$ cat config.mk
export PLATFORM = sky130hd
export DESIGN_NAME = any1_bf_opcollect
export DESIGN_NICKNAME = d
export VERILOG_FILES = /design/src/rtl/any1_pkg.sv /design/src/rtl/any1_bf_opsnoop.sv /design/src/rtl/any1_bf_opcollect.sv
export SDC_FILE = /design/constraint.sdc
export NUM_CORES = 1
export LEC_CHECK = 0
export CORE_AREA = 2 2 357 359
export CTS_CLUSTER_SIZE = 8
export DETAILED_ROUTE_END_ITERATION = 7
export DIE_AREA = 0 0 359 361
export SYNTH_ARGS = -nofsm -noshare
export SYNTH_HDL_FRONTEND = slang
export SYNTH_SLANG_ARGS = --single-unit
$ cat constraint.sdc
create_clock -name clk_i -period 3.4 [get_ports clk_i]
set_input_delay 0.68 -clock clk_i [delete_from_list [all_inputs] [get_ports clk_i]]
set_output_delay 0.68 -clock clk_i [all_outputs]
set_load 0.02 [all_outputs]
$ cat src/rtl/any1_pkg.sv
// any1_pkg: shared types for the any1 execute pipe.
//   Instruction   - opaque instruction word carried through the pipe
//   Value         - 64-bit register value
//   bf_tag_t      - register/rename tag
//   bf_oc_state_t - operand collector state (IDLE, WAIT, READY)
package any1_pkg;

  localparam int BF_TAGW = 6;
  localparam int NWB_DEF = 2;

  typedef logic [39:0] Instruction;
  typedef logic [63:0] Value;

  typedef logic [BF_TAGW-1:0] bf_tag_t;

  typedef enum logic [1:0] {
    IDLE  = 2'd0,
    WAIT  = 2'd1,
    READY = 2'd2
  } bf_oc_state_t;

endpackage

$ cat src/rtl/any1_bf_opsnoop.sv
// any1_bf_opsnoop: one operand slot of the bitfield operand collector.
// Holds a value, its valid bit and its producer tag. Captures the operand
// from the issue port or, while pending, from the first matching writeback bus.
//   clk_i, rst_ni       clock, async active-low reset
//   load_i              issue accepted this cycle (latch issue fields)
//   snoop_en_i          collector is waiting on pending operands
//   iss_v_i/tag/val     issue-side valid, producer tag, value
//   wb_v/tag/val_i      writeback buses (lowest index has priority)
//   v_o, val_o          registered valid and value
//   v_nxt_o             valid bit as it will be after the next edge
module any1_bf_opsnoop
  import any1_pkg::*;
#(
  parameter int NWB  = NWB_DEF,
  parameter int TAGW = BF_TAGW
) (
  input  logic                      clk_i,
  input  logic                      rst_ni,
  input  logic                      load_i,
  input  logic                      snoop_en_i,
  input  logic                      iss_v_i,
  input  logic [TAGW-1:0]           iss_tag_i,
  input  Value                      iss_val_i,
  input  logic [NWB-1:0]            wb_v_i,
  input  logic [NWB-1:0][TAGW-1:0]  wb_tag_i,
  input  Value [NWB-1:0]            wb_val_i,
  output logic                      v_o,
  output logic                      v_nxt_o,
  output Value                      val_o
);

  logic [TAGW-1:0] tag_q;
  logic [TAGW-1:0] cmp_tag;
  logic            hit;
  Value            hit_val;
  Value            val_n;

  // On issue the incoming tag is compared directly so a value being written
  // back in the same cycle is bypassed into the slot.
  assign cmp_tag = load_i ? iss_tag_i : tag_q;

  // Priority select: scanning downward lets the lowest matching bus win.
  always_comb begin
    hit     = 1'b0;
    hit_val = '0;
    for (int k = NWB - 1; k >= 0; k--) begin
      if (wb_v_i[k] && (wb_tag_i[k] == cmp_tag)) begin
        hit     = 1'b1;
        hit_val = wb_val_i[k];
      end
    end
  end

  // Next-state for the slot; a match on an already-valid operand is ignored.
  always_comb begin
    v_nxt_o = v_o;
    val_n   = val_o;
    if (load_i) begin
      v_nxt_o = iss_v_i | hit;
      val_n   = (!iss_v_i && hit) ? hit_val : iss_val_i;
    end else if (snoop_en_i && !v_o && hit) begin
      v_nxt_o = 1'b1;
      val_n   = hit_val;
    end
  end

  always_ff @(posedge clk_i or negedge rst_ni) begin
    if (!rst_ni) begin
      v_o   <= 1'b0;
      val_o <= '0;
      tag_q <= '0;
    end else begin
      v_o   <= v_nxt_o;
      val_o <= val_n;
      if (load_i) tag_q <= iss_tag_i;
    end
  end

endmodule

$ cat src/rtl/any1_bf_opcollect.sv
// any1_bf_opcollect: single-entry operand collector and result register in
// front of the any1 bitfield unit.
//   clk_i, rst_ni          clock, async active-low reset
//   flush_i                synchronous pipeline flush
//   iss_*                  issue port (inst, dest tag, 4 operands a..d)
//   wb_*                   snooped writeback buses
//   bf_inst_o, bf_[a-d]_o  operand set to the combinational bitfield unit
//   bf_o_i                 result from the bitfield unit
//   out_*                  registered result with valid/ready handshake
module any1_bf_opcollect
  import any1_pkg::*;
#(
  parameter int NWB  = NWB_DEF,
  parameter int TAGW = BF_TAGW
) (
  input  logic                      clk_i,
  input  logic                      rst_ni,
  input  logic                      flush_i,
  input  logic                      iss_v_i,
  output logic                      iss_rdy_o,
  input  Instruction                iss_inst_i,
  input  logic [TAGW-1:0]           iss_tag_i,
  input  logic [3:0]                iss_opv_i,
  input  logic [3:0][TAGW-1:0]      iss_optag_i,
  input  Value [3:0]                iss_opval_i,
  input  logic [NWB-1:0]            wb_v_i,
  input  logic [NWB-1:0][TAGW-1:0]  wb_tag_i,
  input  Value [NWB-1:0]            wb_val_i,
  output Instruction                bf_inst_o,
  output Value                      bf_a_o,
  output Value                      bf_b_o,
  output Value                      bf_c_o,
  output Value                      bf_d_o,
  input  Value                      bf_o_i,
  output logic                      out_v_o,
  input  logic                      out_rdy_i,
  output logic [TAGW-1:0]           out_tag_o,
  output Value                      out_res_o
);

  bf_oc_state_t    state_q, state_n;
  Instruction      inst_q;
  logic [TAGW-1:0] tag_q;
  logic [3:0]      op_v, op_v_n;
  Value [3:0]      op_val;
  logic            capture, accept, snoop_en, all_v;

  // A result is taken when the output register is empty or being drained.
  // Reset gates the ready so nothing is accepted while rst_ni is low.
  assign capture   = (state_q == READY) && (!out_v_o || out_rdy_i);
  assign iss_rdy_o = rst_ni && ((state_q == IDLE) || capture);
  assign accept    = iss_v_i && iss_rdy_o && !flush_i;
  assign snoop_en  = (state_q == WAIT) && !flush_i;
  assign all_v     = &op_v_n;

  for (genvar i = 0; i < 4; i++) begin : g_op
    any1_bf_opsnoop #(.NWB(NWB), .TAGW(TAGW)) u_snoop (
      .clk_i      (clk_i),
      .rst_ni     (rst_ni),
      .load_i     (accept),
      .snoop_en_i (snoop_en),
      .iss_v_i    (iss_opv_i[i]),
      .iss_tag_i  (iss_optag_i[i]),
      .iss_val_i  (iss_opval_i[i]),
      .wb_v_i     (wb_v_i),
      .wb_tag_i   (wb_tag_i),
      .wb_val_i   (wb_val_i),
      .v_o        (op_v[i]),
      .v_nxt_o    (op_v_n[i]),
      .val_o      (op_val[i])
    );
  end

  assign bf_inst_o = inst_q;
  assign bf_a_o    = op_val[0];
  assign bf_b_o    = op_val[1];
  assign bf_c_o    = op_val[2];
  assign bf_d_o    = op_val[3];

  // Next-state logic. A capture in READY may coincide with a new issue,
  // in which case the new entry is routed like an issue from IDLE.
  always_comb begin
    state_n = state_q;
    unique case (state_q)
      IDLE:    if (accept) state_n = all_v ? READY : WAIT;
      WAIT:    if (all_v) state_n = READY;
      READY: begin
        if (capture) begin
          if (accept) state_n = all_v ? READY : WAIT;
          else        state_n = IDLE;
        end
      end
      default: state_n = IDLE;
    endcase
    if (flush_i) state_n = IDLE;
  end

  always_ff @(posedge clk_i or negedge rst_ni) begin
    if (!rst_ni) begin
      state_q <= IDLE;
      inst_q  <= '0;
      tag_q   <= '0;
    end else begin
      state_q <= state_n;
      if (accept) begin
        inst_q <= iss_inst_i;
        tag_q  <= iss_tag_i;
      end
    end
  end

  // Result register: flush drops any pending result, a capture replaces it,
  // and an accepted handshake without a new capture empties it.
  always_ff @(posedge clk_i or negedge rst_ni) begin
    if (!rst_ni) begin
      out_v_o   <= 1'b0;
      out_tag_o <= '0;
      out_res_o <= '0;
    end else if (flush_i) begin
      out_v_o <= 1'b0;
    end else if (capture) begin
      out_v_o   <= 1'b1;
      out_tag_o <= tag_q;
      out_res_o <= bf_o_i;
    end else if (out_rdy_i) begin
      out_v_o <= 1'b0;
    end
  end

endmodule

== Word-level counts from Yosys, hierarchy flattened ==
Index checks and enable logic that the tools add are counted.
Widths: inputs -> output; s select.
Storage, ports and cells
  register bits: 403
  latch bits: 0
  RAM bits: 0
  memory bits (read-only): 0
  output and inout bits: 368
  memories: 0
Cells by class
  add/sub/neg operators: 0
  $mul: 0
  divide/modulo/power cells: 0
  order comparisons: 0
  equality and inequality tests: 13
  shift operators: 0
  muxes and demuxes: 50
  bitwise logic cells: 5
  reductions and logical operators: 46
Operator list (count)
  $mux 64: 20
  $eq 6x6->1: 8
  $logic_and 1x1->1: 25
  $mux 6: 4
  $mux 1: 19
  $mux 2: 6
  $logic_not 1->1: 10
  $ne 3x3->1 const B: 3
  $reduce_bool 2->1: 4
  $pmux 2 s3: 1
  $or 1x1->1: 4
  $reduce_and 4->1: 1
  $reduce_and 3->1: 1
  $reduce_bool 3->1: 1
  $eq 2x1->1 const B: 1
  $eq 2x2->1 const B: 1
  $logic_not 2->1: 1
  $logic_or 1x1->1: 2
  $reduce_and 2->1: 1
  $not 1->1: 1

== Logic depth before layout (Yosys ltp) ==
Gate-level depths: netlist of the first run.
  depth in word-level cells: 21
  depth in mapped cells: 14
  mapped depth without buffers: 8

== By module ==
From an unflattened synthesis of the first run, not the netlist that was laid out.
Second synthesis, totals
  cell total of the unflattened synthesis: 2177
  area total of the unflattened synthesis: 24048.1 um^2
Modules (own cells, without submodules)
  any1_bf_opsnoop: times used 4, cells an instance 478, area an instance 4865.9 um^2
  any1_bf_opcollect: times used 1, cells an instance 265, area an instance 4584.4 um^2

== Worst setup path before layout of the first run ==
Ideal clock, no wire load.
  kind: in2reg
  start point: input port flush_i
  end point: register g_op[2].u_snoop.val_o[10]
  library setup time: 126 ps
  arrival time: 3025 ps
  data required time: 3274 ps
  slack: 249 ps
  cell stages on the path: 12
  path buffers: 4
  path through: buf_2 -> nor4bb_1 -> buf_2 -> nand3_1 -> or4_1 -> a211oi_2 -> o21ba_4 -> o21a_1 -> buf_6 -> buf_6 -> a211oi_1 -> o21ai_1
Between the ends
  longest elaborated chain between the ends: 10
Ends and longest elaborated chain
  start: declaration: line any1_bf_opcollect.sv:18  | input logic flush_i,
  $logic_not 1->1 (*): line any1_bf_opcollect.sv:52, any1_bf_opcollect.sv:53
  $logic_and 1x1->1: line any1_bf_opcollect.sv:52  | assign accept = iss_v_i && iss_rdy_o && !flush_i;
  $mux 6
  $eq 6x6->1: line any1_bf_opsnoop.sv:47  | if (wb_v_i[k] && (wb_tag_i[k] == cmp_tag)) begin
  $logic_and 1x1->1: line any1_bf_opsnoop.sv:47
  $mux 1 (2 in series): line any1_bf_opsnoop.sv:47
  $logic_and 1x1->1: line any1_bf_opsnoop.sv:60  | val_n = (!iss_v_i && hit) ? hit_val : iss_val_i;
  $mux 64: line any1_bf_opsnoop.sv:60
  $mux 64: line any1_bf_opsnoop.sv:58  | if (load_i) begin
  end signal: assignment: line any1_bf_opsnoop.sv:74  | val_o <= val_n;
  end: declaration: line any1_bf_opsnoop.sv:29  | output Value val_o
Mark *: on every way between the ends. The rest lies on a longest branch, timed or not. The select of a mux whose other input is x is not followed.
A chain may end at the register's enable or synchronous reset.

== Final worst setup path of the first run ==
  start point: input port flush_i
  end point: register g_op[1].u_snoop.val_o[56]
Between the ends
  longest elaborated chain between the ends: 10
Ends and longest elaborated chain (line)
  $logic_not 1->1 (*): any1_bf_opcollect.sv:52, any1_bf_opcollect.sv:53
  $logic_and 1x1->1: any1_bf_opcollect.sv:52
  $mux 6
  $eq 6x6->1: any1_bf_opsnoop.sv:47
  $logic_and 1x1->1: any1_bf_opsnoop.sv:47
  $mux 1 (2 in series): any1_bf_opsnoop.sv:47
  $logic_and 1x1->1: any1_bf_opsnoop.sv:60
  $mux 64: any1_bf_opsnoop.sv:60
  $mux 64: any1_bf_opsnoop.sv:58
  end signal: assignment: any1_bf_opsnoop.sv:74
  end: declaration: any1_bf_opsnoop.sv:29
Marked as above.

==> impl_metrics.prom, run 1 <==
# TYPE chip_impl_metric gauge
chip_impl_metric{name="clock_insertion_delay_worst_skew",unit="ns"} 0.67
chip_impl_metric{name="synth-seq-cells",unit=""} 403
chip_impl_metric{name="clockBufferDepth",unit=""} 3
chip_impl_metric{name="core-area",unit="µm²"} 125400
chip_impl_metric{name="pin_count",unit=""} 909
chip_impl_metric{name="synth_seq_area_share",unit=""} 0.4695
chip_impl_metric{name="via_per_inst",unit=""} 4.633
chip_impl_metric{name="syn2layout_area_growth",unit="%"} 68.75
chip_impl_metric{name="cts.clk_slew.worst_paths",unit="ns"} 0.05
chip_impl_metric{name="grt_pass1_vias",unit=""} 24040
chip_impl_metric{name="power.clock.fraction",unit=""} 0.355
chip_impl_metric{name="route.met3.wl",unit="µm"} 9335
chip_impl_metric{name="dr_wl_met2",unit="µm"} 60930
chip_impl_metric{name="nets",unit=""} 4033
chip_impl_info{name="r2r-end",value="g_op[1].u_snoop.val_o[56]"} 1
chip_impl_metric{name="globalRoute.totalOverflow",unit=""} 0
chip_impl_metric{name="synth.yosys.warnings",unit=""} 0
chip_impl_metric{name="routed_antenna_nets",unit=""} 0
chip_impl_metric{name="power-per-cell-area",unit="nW/µm²"} 433.2
chip_impl_metric{name="postSynthNetCount",unit=""} 3023
chip_impl_info{name="tritoncts",value="done"} 1
chip_impl_metric{name="route.final.wire_length",unit="µm"} 128600
chip_impl_metric{name="number_of_violations_reported_at_the_end_of_detailed_routing_iteration_0",unit=""} 2034
chip_impl_metric{name="drive_above_1_share",unit=""} 0.1260
chip_impl_metric{name="power.share.switching",unit=""} 0.3259
chip_impl_info{name="hold_path.class",value="in -> async"} 1
chip_impl_metric{name="timing.critical_path.required",unit="ns"} 3.92
chip_impl_metric{name="fin_cells",unit=""} 5169
chip_impl_metric{name="grt_pass1_wl",unit="µm"} 179500
chip_impl_info{name="clock_tree.root_cell",value="clkbuf_16"} 1
chip_impl_metric{name="seqPwrFrac",unit=""} 0.366
chip_impl_metric{name="synth-edff-count",unit=""} 0
chip_impl_metric{name="timing.max_cap.violations",unit=""} 0
chip_impl_metric{name="cp.arrival",unit="ns"} 3.81
chip_impl_metric{name="leakagePower",unit="nW"} 15.12
chip_impl_metric{name="global_route.usage.total",unit=""} 0.1889
chip_impl_info{name="routed.top_layer",value="met5"} 1
chip_impl_metric{name="tightest_slew",unit="ns"} 1.007
chip_impl_metric{name="start_util",unit=""} 0.1713
chip_impl_metric{name="fin_ws",unit="ns"} 0.1045
chip_impl_metric{name="synth_cell_types",unit=""} 61
chip_impl_metric{name="async_reset_ff_frac",unit=""} 1.000
chip_impl_metric{name="post-dp-hpwl",unit="µm"} 96340
chip_impl_info{name="cp-start-kind",value="input port"} 1
chip_impl_metric{name="die_y",unit="µm"} 361
chip_impl_metric{name="design.die.area",unit="µm²"} 129600
chip_impl_metric{name="comb_power_share",unit=""} 0.279
chip_impl_info{name="worstSetupPathType",value="in -> reg"} 1
chip_impl_metric{name="pre_cts_slack",unit="ns"} -0.6532
chip_impl_metric{name="max_slew_margin",unit=""} 0.3290
chip_impl_metric{name="netlist_area",unit="µm²"} 21480
chip_impl_metric{name="finalSetupViolCount",unit=""} 0
chip_impl_metric{name="cts.htree.levels",unit=""} 2
chip_impl_metric{name="clock-skew-final",unit="ns"} 0.04212
chip_impl_metric{name="finalCriticalPeriod",unit="ns"} 3.296
chip_impl_metric{name="cts_sinks",unit=""} 403
chip_impl_metric{name="route.detailed.drc",unit=""} 0
chip_impl_metric{name="reg2regPathDepth",unit=""} 11
chip_impl_metric{name="postCtsHoldBufs",unit=""} 0
chip_impl_metric{name="syn-instance-count",unit=""} 2482
chip_impl_metric{name="p_int",unit="mW"} 10.58
chip_impl_metric{name="grt_max_degree",unit=""} 166
chip_impl_metric{name="worstPathMaxFanout",unit=""} 24
chip_impl_metric{name="hold_viol",unit=""} 0
chip_impl_metric{name="finalWeightedCongestion",unit=""} 0.9151
chip_impl_info{name="r2r_start",value="state_q[0]"} 1
chip_impl_info{name="endpoint_kind",value="register"} 1
chip_impl_metric{name="fin_crit_sh",unit=""} 0.9693
chip_impl_metric{name="r2r_setup_slack",unit="ns"} 0.15
chip_impl_metric{name="power_switching",unit="mW"} 5.116
chip_impl_metric{name="portBuffers",unit=""} 908
chip_impl_metric{name="timing_max_transition_violations_final",unit=""} 0
chip_impl_metric{name="route.layer.met1.wl",unit="µm"} 53670
chip_impl_metric{name="dp.cells",unit=""} 5077
chip_impl_metric{name="fp.dieW",unit="µm"} 359
chip_impl_metric{name="via_count",unit=""} 23950
chip_impl_metric{name="firstDrtPassIters",unit=""} 7
chip_impl_metric{name="finalPower",unit="mW"} 15.70
chip_impl_metric{name="fmaxAchievable",unit="MHz"} 303.4
chip_impl_metric{name="ir_worst_vdd",unit="mV"} 0.3677
chip_impl_metric{name="fp-row-count",unit=""} 130
chip_impl_info{name="result_of_the_run",value="finished, final reports clean"} 1
chip_impl_metric{name="avgRoutedWirePerCell",unit="µm"} 24.88
chip_impl_info{name="synth_flop_cell",value="dfrtp_1"} 1
chip_impl_metric{name="tritoncts.num_buffers",unit=""} 58
chip_impl_metric{name="number_of_antenna_violations_at_the_first_check_in_global_routing",unit=""} 12
chip_impl_metric{name="synthesis.area_per_instance",unit="µm²"} 8.654
## worst max-delay path, cell delays in order
cell,delay [ns]
clkdlybuf4s50_1,0.47
nor4bb_4,0.35
buf_4,0.27
nand3_1,0.12
a21o_1,0.19
a2111oi_4,0.38
o21bai_1,0.19
and2_4,0.22
buf_12,0.16
buf_4,0.20
a211oi_1,0.39
o31ai_1,0.13
## how the worst max path moves through the flow
stage / from / end / slack [ns]
floorplan: flush_i / g_op[2].u_snoop.val_o[10] / 0.25
global placement: iss_v_i / g_op[2].u_snoop.val_o[11] / -0.68
detailed placement: flush_i / g_op[2].u_snoop.val_o[11] / -0.65
CTS: state_q[0] / g_op[2].u_snoop.val_o[10] / 0.02
global route: state_q[0] / g_op[2].u_snoop.val_o[2] / -0.004
finish: flush_i / g_op[1].u_snoop.val_o[56] / 0.10
## sequential cells by signal, indices dropped and copies added (netlist names)
| name | cells |
|---|---|
| out_tag_o | 6 |
| out_v_o | 1 |
| out_res_o | 64 |
| g_op.u_snoop.val_o | 256 |
| g_op.u_snoop.tag_q | 24 |
| tag_q | 6 |
| g_op.u_snoop.v_o | 4 |
| state_q | 2 |
| bf_inst_o | 40 |
## per-layer routing
layer | vias up | track usage
li1 | 10780 | -
met1 | 11720 | 0.2360
met2 | 1211 | 0.3182
met3 | 232 | 0.04031
met4 | 4 | 0.07115
met5 | - | 0
## layout make-up
type / instances / area (µm²)
flip-flops and latches: 403 / 10090
repair buffers: 1176 / 11780
inverters: 13 / 48.80
diodes: 11 / 27.53
fillers: 13190 / 89160
clock inverters: 4 / 85.08
clock buffers: 72 / 1544
multi-input cells: 1840 / 10610
well taps: 1650 / 2064
## synthesized netlist by cell type, types with 6 or more instances
master / number / area, µm²
nand4_1: 13 / 81.33
nand2_1: 639 / 2399
buf_1: 13 / 48.80
o21ai_1: 89 / 445.4
nand2b_1: 6 / 37.54
nor2b_1: 15 / 93.84
inv_1: 13 / 48.80
xnor2_1: 40 / 350.3
clkbuf_1: 172 / 645.6
xor2_1: 20 / 175.2
o31ai_1: 135 / 1013
dfrtp_1: 403 / 10080
buf_6: 9 / 101.4
a211oi_1: 136 / 1021
nor2_1: 207 / 777.0
mux2i_1: 32 / 320.3
a21oi_1: 16 / 80.08
o22ai_1: 7 / 43.79
nor3b_1: 7 / 52.55
nor4_1: 7 / 43.79
and3_1: 66 / 412.9
mux2_2: 70 / 788.3
o221ai_1: 32 / 280.3
nand3_1: 14 / 70.07
buf_2: 26 / 130.1
nor3_1: 7 / 35.03
a221oi_1: 64 / 560.5
o21ai_0: 168 / 840.8
## cell usage in the layout (no fill, tap or decap), types with 3 or more instances in the layout
cell,synthesis,layout
nand3_1,14,14
nor2b_1,15,14
clkbuf_8,0,4
a211oi_1,136,133
diode_2,0,11
nand4_1,13,13
a221oi_1,64,64
a21oi_1,16,15
nor4_1,7,7
dfrtp_1,403,402
o21ai_1,89,89
nand2_4,0,3
clkdlybuf4s50_1,0,907
o21ai_4,1,3
nand2_1,639,636
o21a_4,0,4
nor2_4,0,3
inv_1,13,13
clkbuf_16,0,59
xor2_1,20,20
or4_1,5,5
nand4b_1,4,4
nor3_1,7,6
buf_12,0,52
o22ai_1,7,7
mux2i_1,32,32
nand2b_1,6,5
nor2_1,207,204
nor3b_1,7,6
o221ai_1,32,32
and3_1,66,66
mux2_2,70,70
a21o_1,3,3
o21ai_0,168,167
xnor2_1,40,40
buf_4,3,213
o31ai_1,135,135
clkbuf_1,172,10
## kinds of logic (layout without fill, tap and decap cells)
kind of cell | count (synthesis) | count (layout) | synth area share
AND/OR/NAND/NOR | 1001 | 1001 | 0.1942
other | 0 | 11 | 0
AO/OA/AOI/OAI | 675 | 677 | 0.2126
multiplexers | 102 | 102 | 0.05161
XOR/XNOR | 60 | 60 | 0.02447
buffers and inverters | 241 | 1265 | 0.04759
flip-flops | 403 | 403 | 0.4695
## timing repair
action                                  CTS  global route
gates cloned                              0             3
buffers inserted                          0             2
pin swaps                                 0             1
hold endpoints to repair                  0             0
endpoints found under the setup margin    1            97
gates resized for setup                   1             7
## per-stage QoR
step                hold slack [ns]    util  setup TNS (ns)  cell area [µm²]
floorplan                    0.3844       -               0            21480
global placement             0.4546  0.2750         -107.37            34480
detailed placement           0.4608  0.2750         -111.02            34480
CTS                          0.3296  0.2880               0            36120
global route                 0.3499  0.2889       -0.004415            36230
finish                       0.2649  0.2890               0            36240
## power groups by stage
stage | clock [mW] | combinational [mW] | sequential, mW
6_report | 5.57 | 4.38 | 5.75
5_1_grt | 5.90 | 4.65 | 5.80
4_1_cts | 5.74 | 4.39 | 5.74
3_5_place_dp | 0 | 4.38 | 5.81
3_3_place_gp | 0 | 4.36 | 5.79
2_1_floorplan | 0 | 1.07 | 6.33
No activity file was read; power rests on OpenSTA's default activity.
==> run 2, diff against run 1 <==
- TNS_END_PERCENT: unset -> 50
==> results of run 2 <==
Final layout, timing and power as in run 1 (identical DEF).
